[src/rtl/ram_dma_if.sv]
// Bus bundle for ram_dma: CPU-side request/status plus the RAM word port.
// RAM_DMA_FILL_EN adds the fill request bit.
interface ram_dma_if #(
    parameter int ADDR_W = 16,
    parameter int DATA_W = 16
);
    logic              start;
    logic [ADDR_W-1:0] src;
    logic [ADDR_W-1:0] dst;
    logic [ADDR_W-1:0] len;
`ifdef RAM_DMA_FILL_EN
    logic              fill;
`endif
    logic              busy;
    logic              done;
    logic              mem_ren;
    logic              mem_wen;
    logic [ADDR_W-1:0] mem_addr;
    logic [DATA_W-1:0] mem_din;
    logic [DATA_W-1:0] mem_dout;

`ifdef RAM_DMA_FILL_EN
    modport master (
        input  start, src, dst, len, fill, mem_dout,
        output busy, done, mem_ren, mem_wen, mem_addr, mem_din
    );
    modport slave (
        output start, src, dst, len, fill, mem_dout,
        input  busy, done, mem_ren, mem_wen, mem_addr, mem_din
    );
`else
    modport master (
        input  start, src, dst, len, mem_dout,
        output busy, done, mem_ren, mem_wen, mem_addr, mem_din
    );
    modport slave (
        output start, src, dst, len, mem_dout,
        input  busy, done, mem_ren, mem_wen, mem_addr, mem_din
    );
`endif
endinterface

[src/rtl/ram_dma.sv]
// Word-by-word RAM block copy engine (read then write per word).
// Optional RAM_DMA_FILL_EN: fill=1 writes the src value as a pattern, skipping reads.
module ram_dma #(
    parameter int ADDR_W = 16,
    parameter int DATA_W = 16
) (
    input  logic      clk,
    input  logic      rst_n,
    ram_dma_if.master bus
);
    typedef enum logic [1:0] {IDLE, RD, WR, DONE} state_t;

    state_t            state_q, state_d;
    logic [ADDR_W-1:0] src_q, src_d;
    logic [ADDR_W-1:0] dst_q, dst_d;
    logic [ADDR_W-1:0] rem_q, rem_d;
    logic [DATA_W-1:0] buf_q, buf_d;
    logic              fill_q, fill_d;

    always_ff @(posedge clk or negedge rst_n) begin
        if (!rst_n) begin
            state_q <= IDLE;
            src_q   <= '0;
            dst_q   <= '0;
            rem_q   <= '0;
            buf_q   <= '0;
            fill_q  <= 1'b0;
        end else begin
            state_q <= state_d;
            src_q   <= src_d;
            dst_q   <= dst_d;
            rem_q   <= rem_d;
            buf_q   <= buf_d;
            fill_q  <= fill_d;
        end
    end

    always_comb begin
        state_d = state_q;
        src_d   = src_q;
        dst_d   = dst_q;
        rem_d   = rem_q;
        buf_d   = buf_q;
        fill_d  = fill_q;
        case (state_q)
            IDLE: begin
                if (bus.start) begin
                    src_d  = bus.src;
                    dst_d  = bus.dst;
                    rem_d  = bus.len;
`ifdef RAM_DMA_FILL_EN
                    fill_d = bus.fill;
                    // The fill pattern rides in the data buffer so WR needs no special path.
                    if (bus.fill) buf_d = DATA_W'(bus.src);
`else
                    fill_d = 1'b0;
`endif
                    if (bus.len == '0)  state_d = DONE;
                    else if (fill_d)    state_d = WR;
                    else                state_d = RD;
                end
            end
            RD: begin
                buf_d   = bus.mem_dout;
                state_d = WR;
            end
            WR: begin
                src_d = src_q + ADDR_W'(1);
                dst_d = dst_q + ADDR_W'(1);
                rem_d = rem_q - ADDR_W'(1);
                if (rem_q == ADDR_W'(1)) state_d = DONE;
                else if (fill_q)         state_d = WR;
                else                     state_d = RD;
            end
            DONE:    state_d = IDLE;
            default: state_d = IDLE;
        endcase
    end

    // Moore outputs: everything decodes from the registered state.
    always_comb begin
        bus.busy     = 1'b0;
        bus.done     = 1'b0;
        bus.mem_ren  = 1'b0;
        bus.mem_wen  = 1'b0;
        bus.mem_addr = '0;
        bus.mem_din  = '0;
        case (state_q)
            RD: begin
                bus.busy     = 1'b1;
                bus.mem_ren  = 1'b1;
                bus.mem_addr = src_q;
            end
            WR: begin
                bus.busy     = 1'b1;
                bus.mem_wen  = 1'b1;
                bus.mem_addr = dst_q;
                bus.mem_din  = buf_q;
            end
            DONE:    bus.done = 1'b1;
            default: ;
        endcase
    end
endmodule

[src/flat_wrapper.sv]
// flat-port wrapper written by rule: the top's interface ports become plain ports
module ram_dma_flat 
#(
    parameter int ADDR_W = 16,
    parameter int DATA_W = 16
)
  (clk, rst_n, bus_start, bus_src, bus_dst, bus_len, bus_mem_dout, bus_busy, bus_done, bus_mem_ren, bus_mem_wen, bus_mem_addr, bus_mem_din);
  ram_dma_if #(.ADDR_W(ADDR_W), .DATA_W(DATA_W)) bus_i ();
  input  logic clk;
  input  logic rst_n;
  input wire logic [$bits(bus_i.start)-1:0] bus_start;
  input wire logic [$bits(bus_i.src)-1:0] bus_src;
  input wire logic [$bits(bus_i.dst)-1:0] bus_dst;
  input wire logic [$bits(bus_i.len)-1:0] bus_len;
  input wire logic [$bits(bus_i.mem_dout)-1:0] bus_mem_dout;
  output wire logic [$bits(bus_i.busy)-1:0] bus_busy;
  output wire logic [$bits(bus_i.done)-1:0] bus_done;
  output wire logic [$bits(bus_i.mem_ren)-1:0] bus_mem_ren;
  output wire logic [$bits(bus_i.mem_wen)-1:0] bus_mem_wen;
  output wire logic [$bits(bus_i.mem_addr)-1:0] bus_mem_addr;
  output wire logic [$bits(bus_i.mem_din)-1:0] bus_mem_din;
  assign bus_i.start = bus_start;
  assign bus_i.src = bus_src;
  assign bus_i.dst = bus_dst;
  assign bus_i.len = bus_len;
  assign bus_i.mem_dout = bus_mem_dout;
  assign bus_busy = bus_i.busy;
  assign bus_done = bus_i.done;
  assign bus_mem_ren = bus_i.mem_ren;
  assign bus_mem_wen = bus_i.mem_wen;
  assign bus_mem_addr = bus_i.mem_addr;
  assign bus_mem_din = bus_i.mem_din;
  ram_dma #(.ADDR_W(ADDR_W), .DATA_W(DATA_W)) u_core (.clk(clk), .rst_n(rst_n), .bus(bus_i));
endmodule
[config.mk]
export PLATFORM = sky130hd
export DESIGN_NAME = ram_dma_flat
export DESIGN_NICKNAME = d
export VERILOG_FILES = /design/src/rtl/ram_dma_if.sv /design/src/rtl/ram_dma.sv /design/src/flat_wrapper.sv
export SDC_FILE = /design/constraint.sdc
export NUM_CORES = 1
export LEC_CHECK = 0
export ABC_CLOCK_PERIOD_IN_PS = 3630
export BUFFER_PORTS_ARGS = -buffer_cell sky130_fd_sc_hd__clkbuf_2
export CAP_MARGIN = 20
export CORE_ASPECT_RATIO = 0.9
export CORE_MARGIN = 2
export CORE_UTILIZATION = 58
export DETAILED_ROUTE_END_ITERATION = 12
export PLACE_DENSITY = 0.86
export SLEW_MARGIN = 15
export SYNTH_ARGS = -nofsm -noshare
export SYNTH_HDL_FRONTEND = slang
export SYNTH_SLANG_ARGS = --single-unit
export TNS_END_PERCENT = 50
[constraint.sdc]
create_clock -name clk -period 3.63 [get_ports clk]
set_input_delay 0.9075 -clock clk [delete_from_list [all_inputs] [get_ports clk]]
set_output_delay 0.9075 -clock clk [all_outputs]
set_load 0.02 [all_outputs]
==> out/metrics.csv, run 1 <==
metric,value,unit
critPathMaxStageDelay,590,ps
cts-hold-fix-buffers,0,
final.setup.worst_slack,524,ps
synth.ff_latch_count,66,
min_path_type,reg2reg,
grt_pass1_wl,18700,um
rows,29,
place.gp.congestion,0.855,
ys_types,49,
min_from,u_core.buf_q[2],
clock_latency,340,ps
cp_max_fo,38,
swShare,47.5,%
drc,0,
p_int,2530,uW
p_seq_share,34.1,%
track_usage,29.4,%
ys_warn_count,0,
port_buffers,102,
p_sw,2290,uW
period_share,85.6,%
r2r_slack,850,ps
rsz0062_at_grt,no,
setup_violations,0,
fin_crit,3110,ps
htree_levels,3,
die_area,7870,um2
synth_area_leaders,"dfrtp_1 (40%), mux2_2 (4.9%), o22ai_1 (4.5%)",
ctsResizeCount,0,
num-nets-final,626,
crit_path_cell_trace,"inv_1, ha_2, buf_4, a22oi_1, nor2b_1, clkbuf_2",
synth_common_cells,"dfrtp_1 (66), nand2_1 (40), a21oi_1 (32)",
cts.path.max_buffers,2,
report.final.slew_viol_count,0,
area_growth,18.2,%
cts_sinks,66,
worstHoldPathCells,1,
numCtsBuffers,9,
path_class,reg2out,
min_to,u_core.buf_q[2],
routed_wl,11000,um
power.leakage,0.00213,uW
synth_fp_nets,541,
worstReg2RegStart,u_core.state_q[0],
dpl.hpwl,7500,um
synth_edf_count,0,
cts_tree,done,
viasPerCell,6.36,
max_slew.worst_pin.slew,842,ps
clock_skew,6.16,ps
diodes,0,
synth_most_common_cell,dfrtp_1,
drive_gt1_share,27.5,%
status,"finished, final reports clean",
ys.flop_type,dfrtp_1,
fp.dieH,84.3,um
drv_cap,0,
async_flop_share,100,%
dr.pass1.iters,6,
cp.required,2720,ps
synth_area,4160,um2
clkTransAtPathRegs,70,ps
finalHoldViolations,0,
worst_r2r_path_depth,8,
fp.dieW,93.3,um
drt-initial-drc-count,404,
endpoint_kind,output port,
r2r-end,u_core.src_q[11],
combPwrFrac,52.2,%
wire_per_inst,17.0,um
design.core.area,7000,um2
power_density,979,nW/um2
irDropWorstVdd,0.000512,V
postPlaceCellArea,4700,um2
ios,103,
post-place-ws,894,ps
cpMaxStageDelayCell,ha_2,
ant_nets,0,
p_clk_share,13.7,%
synth_top_area_share,39.7,%
grt_pass1_vias,3963,
synth_top_area_cell,dfrtp_1,
grt_overflow,0,
synthCells,466,
arrival,2200,ps
design_area,4920,um2
tns,0,ps
synth-seq-area-share,39.7,%
relSlewSlack,43.9,%
post_cts_buffers,0,
num_vias,4126,
fmax,322,MHz
start_util,59.4,%
antenna_found_initial,0,
root_buffer,clkbuf_8,
avgSynthCellArea,8.93,um2
grt_max_degree,70,
cp-start-kind,register,
## area by class of cell
cell class	count	area, um2
clock inverters	3	46.3
multi-input cells	354	2320
well taps	93	116
repair buffers	111	578
clock buffers	13	169
fillers	557	2090
inverters	9	33.8
flip-flops and latches	66	1650
## cell families (layout without fill, tap and decap cells)
group	count (synthesis)	after routing	synth area share [%]
simple gates	184	184	25.2
compound gates	127	127	19.1
flops	66	66	39.7
fa+ha+maj	8	8	2.41
buf+inv	46	136	4.63
mux	35	35	8.96
## placed cells by master, fill, tap and decap left out, types with 3 or more instances in the layout
| cell type | Yosys | routed |
|---|---|---|
| nor4_1 | 9 | 9 |
| mux2_2 | 18 | 18 |
| nor3_2 | 3 | 3 |
| nand3_1 | 15 | 15 |
| clkbuf_8 | 0 | 12 |
| nor3_1 | 19 | 19 |
| o21ai_0 | 20 | 20 |
| and3_1 | 13 | 13 |
| and4_1 | 5 | 5 |
| dfrtp_1 | 66 | 66 |
| o2bb2ai_1 | 3 | 3 |
| nand4_1 | 12 | 12 |
| ha_1 | 8 | 7 |
| buf_4 | 0 | 9 |
| o211ai_1 | 6 | 6 |
| a21o_1 | 4 | 4 |
| nand2_1 | 40 | 40 |
| o22ai_1 | 30 | 30 |
| a21boi_0 | 5 | 5 |
| mux2i_1 | 17 | 16 |
| nor2b_1 | 11 | 11 |
| or3_1 | 4 | 4 |
| inv_1 | 9 | 9 |
| or4_1 | 8 | 8 |
| a21oi_1 | 32 | 32 |
| a22oi_1 | 13 | 13 |
| clkbuf_2 | 0 | 102 |
| nor2_1 | 17 | 17 |
| and2_1 | 16 | 16 |
## how the worst max path moves through the flow
stage                      start                to  cells after the start
4_1_cts        u_core.state_q[0]   bus_mem_addr[7]                      6
5_1_grt        u_core.state_q[0]  bus_mem_addr[10]                      6
3_3_place_gp   u_core.state_q[0]  bus_mem_addr[11]                      6
2_1_floorplan  u_core.state_q[0]  bus_mem_addr[12]                      7
3_5_place_dp   u_core.state_q[0]  u_core.rem_q[10]                      8
6_report       u_core.state_q[0]   bus_mem_addr[9]                      6
## flip-flops by register name (all words and copies together) (netlist names)
| register | flops |
|---|---|
| u_core.buf_q | 16 |
| u_core.dst_q | 16 |
| u_core.rem_q | 16 |
| u_core.src_q | 16 |
| u_core.state_q | 2 |
## per-layer routing
| metal | track usage [%] | part of all wire, % | vias to the layer above | wire, um |
|---|---|---|---|---|
| met5 | 0 | 0 | - | 0 |
| met4 | 10.7 | 2.3 | 0 | 249 |
| met3 | 6.19 | 9.5 | 27 | 1050 |
| met2 | 45.3 | 46 | 220 | 5120 |
| met1 | 41.1 | 42 | 1955 | 4620 |
| li1 | - | - | 1924 | - |
## power groups by stage
stage | clock (uW) | combinational [uW] | sequential [uW]
after floorplan | 0 | 1970 | 1440
final | 659 | 2510 | 1640
after global routing | 705 | 2770 | 1700
after detailed placement | 0 | 2480 | 1620
after CTS | 669 | 2510 | 1610
after global placement | 0 | 2390 | 1590
## critical path: cells and delay by family, from the launching register on
family	cells	cell delay, ps
buffers and inverters	3	590
AO/OA/AOI/OAI	1	100
adder cells (fa/ha/maj)	1	590
flip-flops	1	420
AND/OR/NAND/NOR	1	150
## metrics by stage
stage               utilization (%)  cells  hold WS (ps)  total power, uW
global route                   70.2    649           517             5180
global placement               67.1    633           481             3980
finish                         70.2    649           502             4810
floorplan                         -    466           473             3410
CTS                            70.2    649           504             4790
detailed placement             67.1    633           488             4110
Note: power is estimated with default switching activity, not from simulation.
==> run 2, diff against run 1 <==
BUFFER_PORTS_ARGS = default   (was -buffer_cell sky130_fd_sc_hd__clkbuf_2)
CORE_UTILIZATION = 60   (was 58)
DONT_BUFFER_PORTS = 1   (was default)
GPL_ROUTABILITY_DRIVEN = 0   (was default)
PLACE_DENSITY = 0.76   (was 0.86)
==> out/metrics.csv, run 2 (synthesized netlist as in run 1, its figures left out) <==
metric,value,unit,change
viasPerCell,6.79,,+6.8%
relSlewSlack,54.0,%,+10 points
setup_violations,0,,unchanged
cp-start-kind,register,,
fp.dieW,91.8,um,-1.6%
drv_cap,0,,unchanged
fmax,328,MHz,+1.9%
design.core.area,6660,um2,-4.9%
power.leakage,0.00173,uW,-19%
ctsResizeCount,0,,unchanged
report.final.slew_viol_count,0,,unchanged
final_common_cell,dfrtp_1,,
max_slew.worst_pin.slew,689,ps,-153 ps
status,"finished, final reports clean",,
finalHoldViolations,0,,unchanged
ant_nets,0,,unchanged
root_buffer,clkbuf_8,,
period_share,84.0,%,-1.6 points
area_growth,7.19,%,
rows,28,,-3.4%
num_vias,3733,,-9.5%
port_buffers,0,,-100%
arrival,2140,ps,-60 ps
num-nets-final,530,,-15%
irDropWorstVdd,0.000505,V,-1.4%
post_cts_buffers,0,,unchanged
htree_levels,3,,unchanged
cp.required,2720,ps,about the same
cts_sinks,66,,unchanged
p_sw,2230,uW,-2.4%
clock_latency,360,ps,+20 ps
p_seq_share,35.0,%,+0.9 points
path_class,reg2out,,
fin_cells,550,,-15%
grt_pass1_wl,17100,um,-8.6%
power_density,1060,nW/um2,+7.8%
dr.pass1.iters,5,,-1
rsz0062_at_grt,no,,
wire_per_inst,19.4,um,+14%
drt-initial-drc-count,342,,-15%
fp.dieH,83.0,um,-1.6%
die_area,7620,um2,-3.2%
dpl.hpwl,7280,um,-2.9%
numCtsBuffers,9,,unchanged
drive_gt1_share,12.6,%,-15 points
routed_wl,10700,um,-3.5%
place_inst,534,,-16%
grt_max_degree,67,,-4.3%
cts_tree,done,,
grt_pass1_vias,3344,,-16%
drc,0,,unchanged
clock_skew,10.2,ps,+4.04 ps
diodes,0,,unchanged
antenna_found_initial,0,,unchanged
tns,0,ps,unchanged
p_int,2470,uW,-2.2%
grt_overflow,0,,unchanged
start_util,62.5,%,+3.1 points
p_clk_share,15.2,%,+1.5 points
final_cell_mix,"dfrtp_1 (66), nand2_1 (40), a21oi_1 (32)",,
track_usage,28.1,%,-1.3 points
min_path_type,in2async,,
cts-hold-fix-buffers,0,,unchanged
combPwrFrac,49.9,%,-2.3 points
ios,103,,unchanged
clkTransAtPathRegs,80,ps,about the same
endpoint_kind,output port,,
swShare,47.4,%,-0.053 points
cp_max_fo,36,,-5.3%
fin_crit,3050,ps,-58.1 ps
cts.path.max_buffers,2,,unchanged
[run 2: cell count changes in the layout (fill, tap and decap cells not counted), sizes merged]
cell | previous run | this run
bufinv | 1 | 2
clkinvlp | 1 | 2
clkbuf | 115 | 10
buf | 9 | 15
inv | 9 | 10
[run 2: layout make-up]
type,count,area [um2]
multi-input cells,354,2320
fillers,532,2200
flip-flops and latches,66,1650
clock buffers,10,138
repair buffers,15,113
well taps,90,113
clock inverters,6,88.8
inverters,9,33.8
[run 2: power groups by stage]
stage	Sequential, uW	Clock, uW	Combinational [uW]
after floorplan	1440	0	1970
after global placement	1610	0	2260
after detailed placement	1630	0	2330
after CTS	1620	722	2340
after global routing	1700	751	2610
final	1640	715	2350
[run 2: worst paths after layout]
check	start	endpoint	slack [ps]	cells after the start
max	u_core.state_q[0]	bus_mem_addr[1]	580	4
min	rst_n	u_core.rem_q[9]	240	0
max reg2reg	u_core.state_q[0]	u_core.dst_q[12]	950	7
min reg2reg	u_core.buf_q[0]	u_core.buf_q[0]	500	1
max in group asynchronous	rst_n	u_core.dst_q[6]	3280	0
min in group clk	u_core.buf_q[0]	u_core.buf_q[0]	500	1
[run 2: worst max-delay path: stages, from the launching register on]
cell,delay (ps)
dfrtp_1,420
inv_1,100
ha_2,620
a22oi_1,230
nor2b_1,420
[run 2: metrics by stage]
stage | power [uW] | area [um2] | util [%] | hold slack (ps) | setup WS (ps)
finish | 4710 | 4460 | 67.0 | 239 | 582
global route | 5060 | 4460 | 67.0 | 217 | 435
CTS | 4680 | 4460 | 67.0 | 232 | 579
detailed placement | 3960 | 4230 | 63.6 | 488 | 968
global placement | 3870 | 4230 | 63.6 | 482 | 1040
floorplan | 3410 | 4160 | - | 473 | 598
[run 2: metal layers]
layer	up-vias	GRT usage [%]	share of wire, %
met4	0	7.06	1.9
met1	1778	40.2	44
met5	-	0	0
li1	1742	-	-
met3	19	9.71	9.0
met2	194	41.2	45
